**config.mk**
```make
export PLATFORM = sky130hd
export DESIGN_NAME = dmem_bram_ctrl
export DESIGN_NICKNAME = d
export VERILOG_FILES = /design/src/rtl/mem_pkg.sv /design/src/rtl/dmem_window_check.sv /design/src/rtl/dmem_bram_ctrl.sv
export SDC_FILE = /design/constraint.sdc
export NUM_CORES = 1
export LEC_CHECK = 0
export CAP_MARGIN = 20
export CORE_ASPECT_RATIO = 2
export CORE_UTILIZATION = 40
export DETAILED_ROUTE_END_ITERATION = 8
export PLACE_DENSITY = 0.81
export REMOVE_ABC_BUFFERS = 1
export SLEW_MARGIN = 20
export SYNTH_ARGS = -nofsm -noshare
export SYNTH_HDL_FRONTEND = slang
export SYNTH_SLANG_ARGS = --single-unit
```
**constraint.sdc**
```tcl
create_clock -name clk -period 2.8 [get_ports clk]
set_input_delay 0.42 -clock clk [delete_from_list [all_inputs] [get_ports clk]]
set_output_delay 0.42 -clock clk [all_outputs]
set_load 0.01 [all_outputs]
```
**src/rtl/mem_pkg.sv**
```systemverilog
// Shared types and constants for the data-memory BRAM controller.
package mem_pkg;
  typedef enum logic [1:0] {IDLE, ISSUE, RD_WAIT, RESP} state_t;

  localparam logic [3:0]  WE_NONE       = 4'b0000;
  localparam logic [3:0]  WE_WORD       = 4'b1111;
  localparam int          ADDR_W_DEF    = 12;
  localparam logic [31:0] BASE_ADDR_DEF = 32'h0000_0000;
endpackage

```
**src/rtl/dmem_window_check.sv**
```systemverilog
// Combinational request decode: flags out-of-window addresses and malformed
// read/write combinations. Kept standalone so an MMIO decoder can reuse it.
module dmem_window_check
  import mem_pkg::*;
#(
  parameter int          ADDR_W    = ADDR_W_DEF,
  parameter logic [31:0] BASE_ADDR = BASE_ADDR_DEF
) (
  input  logic [31:0] addr,
  input  logic        re,
  input  logic [3:0]  we,
  output logic        fault
);
  // Only the bits above the RAM's byte span select the window.
  localparam logic [31:0] WIN_MASK = ~((32'h1 << (ADDR_W + 2)) - 32'h1);

  logic in_win;
  logic bad_op;

  assign in_win = ((addr ^ BASE_ADDR) & WIN_MASK) == 32'h0;
  // Exactly one of read / write must be requested.
  assign bad_op = (re && we != WE_NONE) || (!re && we == WE_NONE);
  assign fault  = !in_win || bad_op;
endmodule

```
**src/rtl/dmem_bram_ctrl.sv**
```systemverilog
// Single-outstanding data-memory controller sequencing word accesses onto a
// single-port BRAM with fixed read latency; responses on a valid/ready channel.
module dmem_bram_ctrl
  import mem_pkg::*;
#(
  parameter int          ADDR_W       = ADDR_W_DEF,
  parameter int          READ_LATENCY = 2,
  parameter logic [31:0] BASE_ADDR    = BASE_ADDR_DEF
) (
  input  logic              clk,
  input  logic              rst,
  input  logic              req_valid,
  output logic              req_ready,
  input  logic              req_re,
  input  logic [3:0]        req_we,
  input  logic [31:0]       req_addr,
  input  logic [31:0]       req_wdata,
  output logic              resp_valid,
  input  logic              resp_ready,
  output logic [31:0]       resp_rdata,
  output logic              resp_fault,
  output logic              bram_en,
  output logic [3:0]        bram_we,
  output logic [ADDR_W-1:0] bram_addr,
  output logic [31:0]       bram_din,
  input  logic [31:0]       bram_dout
);
  localparam int CNT_W = 3;

  state_t           state, state_n;
  logic [CNT_W-1:0] cnt;
  logic             wr_q;
  logic             fault;

  dmem_window_check #(.ADDR_W(ADDR_W), .BASE_ADDR(BASE_ADDR)) u_win (
    .addr  (req_addr),
    .re    (req_re),
    .we    (req_we),
    .fault (fault)
  );

  assign req_ready = (state == IDLE);

  // State register.
  always_ff @(posedge clk) begin
    if (rst) state <= IDLE;
    else     state <= state_n;
  end

  // Next-state decode.
  always_comb begin
    state_n = state;
    case (state)
      IDLE:    if (req_valid) state_n = fault ? RESP : ISSUE;
      ISSUE:   state_n = wr_q ? RESP : RD_WAIT;
      RD_WAIT: if (cnt == '0) state_n = RESP;
      RESP:    if (resp_ready) state_n = IDLE;
      default: state_n = IDLE;
    endcase
  end

  // Registered BRAM strobes, latency counter and response fields.
  always_ff @(posedge clk) begin
    if (rst) begin
      resp_valid <= 1'b0;
      resp_rdata <= '0;
      resp_fault <= 1'b0;
      bram_en    <= 1'b0;
      bram_we    <= WE_NONE;
      bram_addr  <= '0;
      bram_din   <= '0;
      cnt        <= '0;
      wr_q       <= 1'b0;
    end else begin
      case (state)
        IDLE: if (req_valid) begin
          if (fault) begin
            // Rejected requests never touch the BRAM.
            resp_valid <= 1'b1;
            resp_fault <= 1'b1;
            resp_rdata <= '0;
          end else begin
            // Legal read has req_we == 0, so req_we drives bram_we directly.
            bram_en   <= 1'b1;
            bram_we   <= req_we;
            bram_addr <= req_addr[ADDR_W+1:2];
            bram_din  <= req_wdata;
            wr_q      <= (req_we != WE_NONE);
          end
        end
        ISSUE: begin
          bram_en <= 1'b0;
          bram_we <= WE_NONE;
          if (wr_q) begin
            resp_valid <= 1'b1;
            resp_fault <= 1'b0;
            resp_rdata <= '0;
          end else begin
            cnt <= CNT_W'(READ_LATENCY - 1);
          end
        end
        RD_WAIT: begin
          if (cnt == '0) begin
            resp_valid <= 1'b1;
            resp_fault <= 1'b0;
            resp_rdata <= bram_dout;
          end else begin
            cnt <= cnt - 1'b1;
          end
        end
        RESP: if (resp_ready) resp_valid <= 1'b0;
        default: ;
      endcase
    end
  end
endmodule

```
==> out/results.txt <==
RD Place Congestion - 0.814
Setup crit end kind - register
fin nets - 716
Pleak - 2.16 nW
Rel. slew slack - 53.8%
WP data required - 3.06 ns
largest net degree at the start of global routing - 52
DRT antenna net count - 0
1st-iter DRT viols - 139
final setup margin - 0.549 ns
Fmax - 444 MHz
via/cell ratio - 5.03
post-DP HPWL - 7650 um
post-route cell area - 0.00589 sq mm
pins over their slew limit - 0
post-CTS setup buffer count - 0
vias in the first global route - 3417
Max Cap Viol - 0
Hold Worst Slack - 0.449 ns
crit share post-route - 80.4%
status - complete, no violations
Final min period - 2.25 ns
setup slack at placement - 0.196 ns
Power, Total - 0.00394 W
layout cells sized above 1 - 4.27%
crit path launch type - register
Yosys warning total - 0
Avg Inst Size Synth - 8.50 sq um
Worst Hold Class - reg -> reg
Sink Count - 89
clk root buf - clkbuf_16
Max FO, Critical Path - 32
P&R area growth vs syn - 61.5%
total global-route track usage - 20.7%
FF+latch area - 0.00178 sq mm
DRT Wirelength - 10100 um
RSZ-0062 raised after global routing - no
via count - 3576
sequential area share after synthesis - 48.9%
Overflow after GRT - 0
Multi-input gate area - 0.00172 sq mm
H-tree levels - 3
clk_lat worst skew - 0.33 ns
Hold Violations, Final - 0
# port buffers - 186
CTS max path bufs - 2
most frequent cells in the layout - 185 x clkdlybuf4s50_1, 130 x nand2_1, 89 x dfxtp_1
die width - 69.5 um
1st-pass router iterations - 7
I/O pins - 189
row count - 49
Synth Register Bits - 89
skew final - 0.00723 ns
number of remaining DRC errors - 0
Filler cells - 722
CORE AREA - 0.00889 sq mm
CTS tree - built
crit path kind - reg -> reg
initial antenna violation count - 0
# diodes - 0
Least-Margin Pin Slew - 0.691 ns
hold-fix buffer count after cts - 0
pwr dens - 669 mW/mm^2
VDD IR max - 667 uV
first-pass GRT wire length - 15600 um
Post-Syn Instances - 429
clk slew on worst S/H paths - 0.06 ns
post-synthesis cell area - 0.00365 sq mm
Final setup viols - 0
Die Ht - 137 um
Initial Util - 41.0%
Avg WL per Cell - 14.3 um
worst path arrival time - 2.51 ns
die area - 0.00952 sq mm
Final TNS setup - 0 ns
placement-stage cell area - 0.00559 sq mm
Unique masters post-synth - 35
most common cell after layout, fill and taps aside - clkdlybuf4s50_1
CTS Buf Count - 9
Post-CTS Resized - 0
where the power goes:
group	switching, W	internal [W]
Clock	0.000474	0.000718
Combinational	0.000615	0.000682
Sequential	0.0000724	0.00138
sequential cells by signal (all words and copies together) (netlist names):
signal / flops
resp_valid: 1
wr_q: 1
bram_addr: 12
bram_en: 1
bram_din: 32
resp_rdata: 32
resp_fault: 1
cnt: 3
state: 2
bram_we: 4
cells by family (layout without fill, tap and decap cells):
kind of cell,Yosys count,count (layout),share of synthesized area [%]
adder cells (fa/ha/maj),7,7,2.40
flip-flops,89,89,48.9
AO/OA/AOI/OAI,59,59,8.65
buffers and inverters,35,215,4.26
AND/OR/NAND/NOR,204,204,26.2
multiplexers,34,34,9.40
XOR/XNOR,1,1,0.240
worst paths after layout:
check / from / endpoint / slack, ns / depth (start not counted)
max: state[0]$_SDFFE_PP0P_ / resp_rdata[14]$_SDFFE_PP0P_ / 0.55 / 8
max reg2reg: state[0]$_SDFFE_PP0P_ / resp_rdata[14]$_SDFFE_PP0P_ / 0.55 / 8
min: bram_addr[1]$_SDFFE_PP0P_ / bram_addr[1]$_SDFFE_PP0P_ / 0.45 / 2
min reg2reg: bram_addr[1]$_SDFFE_PP0P_ / bram_addr[1]$_SDFFE_PP0P_ / 0.45 / 2
stage by stage:
step	cells	utilization (%)
after floorplan	401	-
after global placement	695	62.8
after global routing	711	66.2
final	711	66.2
after detailed placement	695	62.9
after CTS	711	66.2
layout make-up:
cell class	instances	share of cell area, %
repair buffers	192	32.9
well taps	102	2.17
inverters	7	0.446
clock inverters	4	0.871
flip-flops and latches	89	30.3
multi-input cells	305	29.1
clock buffers	12	4.19
routing by layer:
metal	global-route usage, %	vias to the layer above	routed length [um]
met1	19.2	1660	3450
li1	-	1751	-
met5	0	-	0
met3	4.57	26	584
met4	9.75	0	233
met2	41.4	139	5880
worst max-delay path, cell delays in order (launching register included):
cell,delay [ns]
dfxtp_1,0.44
inv_1,0.11
ha_1,0.22
nor4b_1,0.15
and4_1,0.20
and3_4,0.17
nor4_4,0.35
buf_12,0.28
mux2i_1,0.23
cell usage after synthesis, drive strengths merged:
library cell / number / share of area (%)
nand3: 9 / 1.2
o2bb2ai: 1 / 0.24
o21ai: 1 / 0.14
o31ai: 1 / 0.21
buf: 5 / 1.2
nand2: 130 / 13
nand4: 1 / 0.17
and4: 2 / 0.48
mux2i: 32 / 8.8
nor4b: 1 / 0.24
clkbuf: 23 / 2.4
xnor2: 1 / 0.24
nor3: 3 / 0.41
a211oi: 3 / 0.62
nor2b: 2 / 0.34
a211o: 1 / 0.24
inv: 7 / 0.72
nor4: 6 / 1.9
a21o: 1 / 0.21
or3: 1 / 0.17
dfxtp: 89 / 49
and3: 2 / 0.48
nand2b: 34 / 5.8
or4: 1 / 0.21
ha: 7 / 2.4
and2: 2 / 0.34
mux2: 2 / 0.62
nor2: 10 / 1.0
a21oi: 51 / 7.0
Power figures use the tool's default switching activity.
